File: config.mk
export PLATFORM = sky130hd
export DESIGN_NAME = spi_readback_flat
export DESIGN_NICKNAME = d
export VERILOG_FILES = /design/src/rtl/spi_readback_if.sv /design/src/rtl/spi_readback.sv /design/src/flat_wrapper.sv
export SDC_FILE = /design/constraint.sdc
export NUM_CORES = 1
export LEC_CHECK = 0
export CAP_MARGIN = 20
export CORE_MARGIN = 4
export CORE_UTILIZATION = 35
export DETAILED_ROUTE_END_ITERATION = 12
export GPL_ROUTABILITY_DRIVEN = 0
export SLEW_MARGIN = 20
export SYNTH_ARGS = -nofsm -noshare
export SYNTH_HDL_FRONTEND = slang
export SYNTH_SLANG_ARGS = --single-unit
export TNS_END_PERCENT = 100
File: constraint.sdc
create_clock -name spi_clk -period 1.9 [get_ports spi_clk]
set_input_delay 0.285 -clock spi_clk [delete_from_list [all_inputs] [get_ports spi_clk]]
set_output_delay 0.285 -clock spi_clk [all_outputs]
set_load 0.02 [all_outputs]
File: src/rtl/spi_readback_if.sv
// Command/register-file/pad bundle for spi_readback.
// The frontend and register file sit on the master side; the readback block is the slave.
interface spi_readback_if #(
  parameter int DATA_W = 8,
  parameter int ADDR_W = 7
);
  logic              cmd_valid;
  logic              cmd_is_write;
  logic [ADDR_W-1:0] cmd_addr;
  logic [DATA_W-1:0] rdata;
  logic [ADDR_W-1:0] rd_addr;
  logic              rd_strobe;
  logic              poci;
  logic              poci_oe;
  logic              busy;

  modport slave (
    input  cmd_valid, cmd_is_write, cmd_addr, rdata,
    output rd_addr, rd_strobe, poci, poci_oe, busy
  );

  modport master (
    output cmd_valid, cmd_is_write, cmd_addr, rdata,
    input  rd_addr, rd_strobe, poci, poci_oe, busy
  );
endinterface

File: src/rtl/spi_readback.sv
// SPI read-return path: loads register data on a read command and shifts it out MSB-first.
// Define SPI_BURST_EN for auto-increment burst reads until chip select is released.
module spi_readback #(
  parameter int DATA_W = 8,
  parameter int ADDR_W = 7
) (
  input  logic           spi_clk,
  input  logic           rstn,
  input  logic           cs,
  spi_readback_if.slave  bus
);

  localparam int CNT_W = (DATA_W > 1) ? $clog2(DATA_W) : 1;
  localparam logic [CNT_W-1:0] LAST = CNT_W'(DATA_W - 1);

  typedef enum logic {IDLE, SHIFT} state_e;

  state_e            state_q, state_d;
  logic [DATA_W-1:0] shreg_q, shreg_d;
  logic [CNT_W-1:0]  bitcnt_q, bitcnt_d;
  logic [ADDR_W-1:0] cur_addr_q, cur_addr_d;

  logic              clr_n;
  logic [ADDR_W-1:0] next_addr;
  logic              rd_strobe;
  logic              in_shift;

  // Chip select high is a transaction-level clear, merged with reset.
  assign clr_n = rstn & ~cs;

  always_ff @(posedge spi_clk or negedge clr_n) begin
    if (!clr_n) begin
      state_q    <= IDLE;
      shreg_q    <= '0;
      bitcnt_q   <= '0;
      cur_addr_q <= '0;
    end else begin
      state_q    <= state_d;
      shreg_q    <= shreg_d;
      bitcnt_q   <= bitcnt_d;
      cur_addr_q <= cur_addr_d;
    end
  end

  always_comb begin
    state_d    = state_q;
    shreg_d    = shreg_q;
    bitcnt_d   = bitcnt_q;
    cur_addr_d = cur_addr_q;
    rd_strobe  = 1'b0;
    next_addr  = cur_addr_q + ADDR_W'(1);

    unique case (state_q)
      IDLE: begin
        if (bus.cmd_valid && !bus.cmd_is_write) begin
          shreg_d    = bus.rdata;
          cur_addr_d = bus.cmd_addr;
          bitcnt_d   = '0;
          rd_strobe  = 1'b1;
          state_d    = SHIFT;
        end
      end
      SHIFT: begin
        if (bitcnt_q != LAST) begin
          shreg_d  = shreg_q << 1;
          bitcnt_d = bitcnt_q + CNT_W'(1);
        end else begin
`ifdef SPI_BURST_EN
          shreg_d    = bus.rdata;
          cur_addr_d = next_addr;
          bitcnt_d   = '0;
          rd_strobe  = 1'b1;
`else
          // Last bit already out: drain to zero and park the counter.
          shreg_d  = shreg_q << 1;
          bitcnt_d = bitcnt_q;
`endif
        end
      end
      default: state_d = IDLE;
    endcase
  end

  assign in_shift      = (state_q == SHIFT);
  assign bus.rd_addr   = (!in_shift && bus.cmd_valid) ? bus.cmd_addr : next_addr;
  assign bus.rd_strobe = rd_strobe;
  assign bus.busy      = in_shift;
  assign bus.poci_oe   = in_shift & ~cs;
  assign bus.poci      = shreg_q[DATA_W-1] & bus.poci_oe;

endmodule

File: src/flat_wrapper.sv
// flat-port wrapper written by rule: the top's interface ports become plain ports
module spi_readback_flat 
#(
  parameter int DATA_W = 8,
  parameter int ADDR_W = 7
)
  (spi_clk, rstn, cs, bus_cmd_valid, bus_cmd_is_write, bus_cmd_addr, bus_rdata, bus_rd_addr, bus_rd_strobe, bus_poci, bus_poci_oe, bus_busy);
  spi_readback_if #(.DATA_W(DATA_W), .ADDR_W(ADDR_W)) bus_i ();
  input  logic spi_clk;
  input  logic rstn;
  input  logic cs;
  input wire logic [$bits(bus_i.cmd_valid)-1:0] bus_cmd_valid;
  input wire logic [$bits(bus_i.cmd_is_write)-1:0] bus_cmd_is_write;
  input wire logic [$bits(bus_i.cmd_addr)-1:0] bus_cmd_addr;
  input wire logic [$bits(bus_i.rdata)-1:0] bus_rdata;
  output wire logic [$bits(bus_i.rd_addr)-1:0] bus_rd_addr;
  output wire logic [$bits(bus_i.rd_strobe)-1:0] bus_rd_strobe;
  output wire logic [$bits(bus_i.poci)-1:0] bus_poci;
  output wire logic [$bits(bus_i.poci_oe)-1:0] bus_poci_oe;
  output wire logic [$bits(bus_i.busy)-1:0] bus_busy;
  assign bus_i.cmd_valid = bus_cmd_valid;
  assign bus_i.cmd_is_write = bus_cmd_is_write;
  assign bus_i.cmd_addr = bus_cmd_addr;
  assign bus_i.rdata = bus_rdata;
  assign bus_rd_addr = bus_i.rd_addr;
  assign bus_rd_strobe = bus_i.rd_strobe;
  assign bus_poci = bus_i.poci;
  assign bus_poci_oe = bus_i.poci_oe;
  assign bus_busy = bus_i.busy;
  spi_readback #(.DATA_W(DATA_W), .ADDR_W(ADDR_W)) u_core (.spi_clk(spi_clk), .rstn(rstn), .cs(cs), .bus(bus_i));
endmodule
== Word level (Yosys, flattened, before mapping) ==
Index checks and enable logic that the tools add are counted.

* Register bits: 16
* Logic and storage cells: 21

* Bitwise logic cells: 5
* Equality and inequality tests: 1
* Add/sub/neg operators: 1
* Mux-type cells: 6
* Reduce and logical (&&, ||, !) cells: 5

{| class="wikitable"
|+ Operators by type and width
! operator !! count
|-
| $pmux 8 s2 || 1
|-
| $mux 8 || 1
|-
| $add 7x1->7 const B || 1
|-
| $mux 7 || 1
|-
| $and 1x1->1 || 3
|-
| $mux 1 || 3
|-
| $logic_and 1x1->1 || 2
|-
| $logic_not 1->1 || 2
|-
| $ne 2x1->1 const B || 1
|-
| $not 1->1 || 2
|-
| $reduce_and 2->1 || 1
|}

== Longest topological paths before layout ==
* Depth after elaboration: 4
* Mapped depth: 6
* Depth with buffers taken out: 4

== Worst setup path before layout ==
No wires, ideal clock.

* Kind: register -> output
* Start: register u_core.state_q (netlist: u_core.bus.busy)
* End: output port bus_rd_addr[0]
* Cell stages (with the launch flop): 6
* Buffers on the path: 3
* Setup slack: 0.163 ns
* Data arrival time: 1.452 ns
* Cells stage by stage: dfrtp_1 -> buf_4 -> nand2b_2 -> buf_6 -> buf_2 -> a21oi_1

* Word-level cells in the longest chain between the ends: 3

{| class="wikitable"
|+ RTL lines
! what !! line !! source
|-
| start, declared || spi_readback.sv:18 || <nowiki>state_e state_q, state_d;</nowiki>
|-
| start signal, assigned || spi_readback.sv:38 || <nowiki>state_q <= state_d;</nowiki>
|-
| $logic_not 1->1 || spi_readback.sv:85 || <nowiki>assign bus.rd_addr = (!in_shift && bus.cmd_valid) ? bus.cmd_addr : next_addr;</nowiki>
|-
| $logic_and 1x1->1 || spi_readback.sv:85 ||
|-
| $mux 7 || spi_readback.sv:85 ||
|-
| end, declared || flat_wrapper.sv:16 || <nowiki>output wire logic [$bits(bus_i.rd_addr)-1:0] bus_rd_addr;</nowiki>
|}

Every way passes these cells.

== Final worst setup path ==
* Start: register u_core.cur_addr_q[1]
* End: output port bus_rd_addr[6]

* Word-level cells in the longest chain between the ends: 2

{| class="wikitable"
|+ RTL lines
! what !! line !! source
|-
| start, declared || spi_readback.sv:21 || <nowiki>logic [ADDR_W-1:0] cur_addr_q, cur_addr_d;</nowiki>
|-
| start signal, assigned || spi_readback.sv:41 || <nowiki>cur_addr_q <= cur_addr_d;</nowiki>
|-
| $add 7x1->7 || spi_readback.sv:51 || <nowiki>next_addr = cur_addr_q + ADDR_W'(1);</nowiki>
|-
| $mux 7 || spi_readback.sv:85 ||
|}

Every way passes these cells.

==> metrics.csv <==
stage,metric,value,unit
clocking,Max H-tree Level,1,
grt,gr usage total,0.118,
worst_setup_path,buffers and inverters on the worst path,1,
sta,Setup Viol. Count Final,0,
sta,Least-Margin Pin Slew,0.225,ns
power_and_ir_drop,Sw Ratio,0.294,
worst_setup_path,Crit Reg-Reg Startpoint,u_core.bus.busy$_DFF_PN0_,
die,I/O pins,31,
clocking,Clock Sink Count,16,
clocking,CTS tree,built,
sta,Worst Hold Margin,0.401,ns
job,Max Cap Viol,0,
worst_setup_path,Crit Path Class,register to output pin,
worst_setup_path,slowest cell on the critical path,or4b_1,
sta,RSZ-0062 raised after global routing,yes,
layout,ratio of cells with drive above 1 in the final layout,0.276,
layout,number of fill cells,240,
drt,DRC Markers,0,
drt,routed wl met3,153,um
yosys,post-synthesis sequential area ratio,0.449,
drt,via count,749,
yosys,post-synthesis adder-cell area fraction,0.0140,
clocking,Worst-path clk slew,0.08,ns
clocking,cts hold-fix bufs,0,
layout,final non-filler cell total,157,
worst_setup_path,worst reg-to-reg setup slack,0.34,ns
power_and_ir_drop,Switching Power,253,uW
worst_setup_path,max incr delay on CP,0.48,ns
yosys,mux cell area share after synthesis,0.202,
worst_setup_path,"Critical Path, Cell by Cell","ha_2, nand2_2, or4b_1, nand3_2, buf_6",
clocking,CTS root buf,clkbuf_4,
die,Die ar.,3420,um^2
worst_hold_path,worst hold-check path type,input port to asynchronous set/reset pin,
sta,"Hold Violations, Final",0,
yosys,Synth Area in Simple Gates,0.185,
sta,Final Skew,0.000371,ns
power_and_ir_drop,Pint,608,uW
drt,DRT met1 WL,806,um
layout,"Core Util, Final",0.533,
yosys,post-synthesis compound-gate area fraction,0.0829,
power_and_ir_drop,share of power burned in registers,0.447,
die,DIE WIDTH,58.5,um
clocking,clk_lat worst skew,0.27,ns
sta,Worst Slack Setup Final,0.0563,ns
die,Core Area,2450,um^2
power_and_ir_drop,Power Density,658,nW/um^2
drt,Initial DRC Count,17,
drt,detailed-route wire length per cell,11.9,um
yosys,Yosys reg bits,16,
worst_setup_path,Required @ worst endpoint,1.62,ns
layout,nets,150,
place,dpl hpwl,1500,um
drt,Pre-Repair DR Iteration Count,3,
worst_setup_path,CP Launch Type,register,
yosys,Synthesized Nets,107,
sta,final worst path period need,1.84,ns
power_and_ir_drop,leakage,0.589,nW
power_and_ir_drop,Max IR drop VDD,0.426,mV
clocking,post-CTS setup buffer count,0,
place,placed cells,154,
worst_setup_path,crit-path leading delay family,simple AND/OR/NAND/NOR gates,
die,Die Span Y,58.5,um
place,DP Worst Slack,-0.307,ns
grt,number of global-route vias before repair,731,
worst_setup_path,crit end category,output pin,
sta,max_slew headroom,0.850,
drt,uppermost routed layer,met4,
grt,first-pass GRT wire length,3110,um
yosys,YS warnings,0,
drt,post-route ant nets,0,
drt,vias per cell,4.77,
worst_setup_path,CP max FO,2,
yosys,Synth Instances,86,
sta,Max Fclk,542,MHz
worst_setup_path,Setup crit start,u_core.cur_addr_q[1]$_DFFE_PN0P_,
grt,initial antenna violation count,0,
power_and_ir_drop,Clk pwr share,0.192,
layout,"commonest non-fill, non-tap cells in the layout","20 x clkdlybuf4s50_1, 16 x dfrtp_1, 13 x buf_4",
yosys,xor/xnor share of the synthesized area,0.0295,
layout,Area Growth Syn to Fin,46.9,%
yosys,largest family of logic cells by synthesized area,multiplexers,
layout,n_diodes,0,
grt,largest net degree at the start of global routing,19,
drt,Routed WL,1880,um
sta,count of pins over their slew limit,0,
status,status,completed,
yosys,average size of a mapped cell,10.4,um^2
clocking,clk buf depth,2,
sta,Tcrit/Tclk final,0.970,
yosys,Synth Cell Area,891,um^2
layout,"most common cell after layout, fill and taps aside",clkdlybuf4s50_1,
clocking,CTS Buf Count,3,
grt,total grt overflow,0,
die,# rows,18,
worst_setup_path,crit path DAT,1.56,ns
yosys,library cells used by synthesis,25,
die,Initial Utilization,0.363,
place,PortBufs,30,
drt,WL met2,883,um
power_and_ir_drop,Comb pwr share,0.360,
-- registers in the layout (all words and copies together), names as in the netlist --
| register | flops |
|---|---|
| u_core.cur_addr_q | 7 |
| u_core.shreg_q | 8 |
| u_core.bus.busy | 1 |
-- synthesized netlist by cell type --
cell type | count | area share
a21oi_1 | 4 | 0.022
a31oi_1 | 1 | 0.0070
and2_1 | 1 | 0.0070
buf_2 | 2 | 0.011
buf_4 | 1 | 0.0084
buf_6 | 1 | 0.013
clkbuf_1 | 1 | 0.0042
dfrtp_1 | 16 | 0.45
ha_1 | 1 | 0.014
mux2_2 | 8 | 0.10
mux2i_1 | 9 | 0.10
nand2_1 | 9 | 0.038
nand2b_1 | 1 | 0.0070
nand2b_2 | 1 | 0.0098
nand3_1 | 4 | 0.022
nor2_1 | 6 | 0.025
nor2_8 | 1 | 0.022
nor2b_1 | 4 | 0.028
o211ai_1 | 1 | 0.0084
o21ai_0 | 8 | 0.045
or2_2 | 1 | 0.0070
or3_1 | 1 | 0.0070
or4b_1 | 1 | 0.011
xnor2_1 | 1 | 0.0098
xor2_1 | 2 | 0.020
-- kinds of logic after synthesis --
logic type | Yosys count
simple gates | 30
xor+xnor | 3
buf+inv | 5
compound gates | 14
flops | 16
fa+ha+maj | 1
mux | 17
-- stage by stage --
stage | instance area [um^2] | setup TNS (ns) | power (mW)
5_1_grt | 1310 | -0.0317 | 0.923
6_report | 1310 | 0 | 0.861
3_5_place_dp | 1290 | -1.66 | 0.726
3_3_place_gp | 1290 | -1.57 | 0.718
2_1_floorplan | 891 | 0 | 0.544
4_1_cts | 1310 | -0.0118 | 0.873
-- final cells by class --
| class | instances | area (um^2) | area share |
|---|---|---|---|
| Clock buffer | 3 | 22.5 | 0.0172 |
| Multi-Input combinational cell | 65 | 468 | 0.358 |
| Tap cell | 30 | 37.5 | 0.0287 |
| Sequential cell | 16 | 400 | 0.306 |
| Timing Repair Buffer | 43 | 380 | 0.291 |
-- routing by layer --
layer  track usage  vias to the layer above
met5             0                        -
met4        0.0596                        0
met3        0.0285                        5
met2         0.201                       27
met1         0.136                      335
li1              -                      382
-- tightest hold or removal path: cells and delay by family --
kind / cells / cell delay [ns]
buffers and inverters: 2 / 0.65
AND/OR/NAND/NOR: 1 / 0.11
-- worst paths after layout --
kind / end / cells past startpoint
max: bus_rd_addr[6] / 5
min: u_core.bus.busy$_DFF_PN0_ / 3
max reg2reg: u_core.cur_addr_q[1]$_DFFE_PN0P_ / 6
min reg2reg: u_core.shreg_q[2]$_DFFE_PN0P_ / 2
max in group asynchronous: u_core.cur_addr_q[6]$_DFFE_PN0P_ / 3
min in group spi_clk: u_core.shreg_q[2]$_DFFE_PN0P_ / 2
-- power groups by stage --
stage	clock network, mW	logic (mW)	registers (mW)
floorplan	0	0.148	0.397
global placement	0	0.329	0.389
detailed placement	0	0.335	0.391
CTS	0.175	0.314	0.384
global route	0.195	0.339	0.389
finish	0.165	0.310	0.385
-- what timing repair did --
action,in CTS,in global routing
resized for setup,23,9
setup endpoints to repair,10,6
pin swaps,0,4
(Power assumes the default switching activity.)
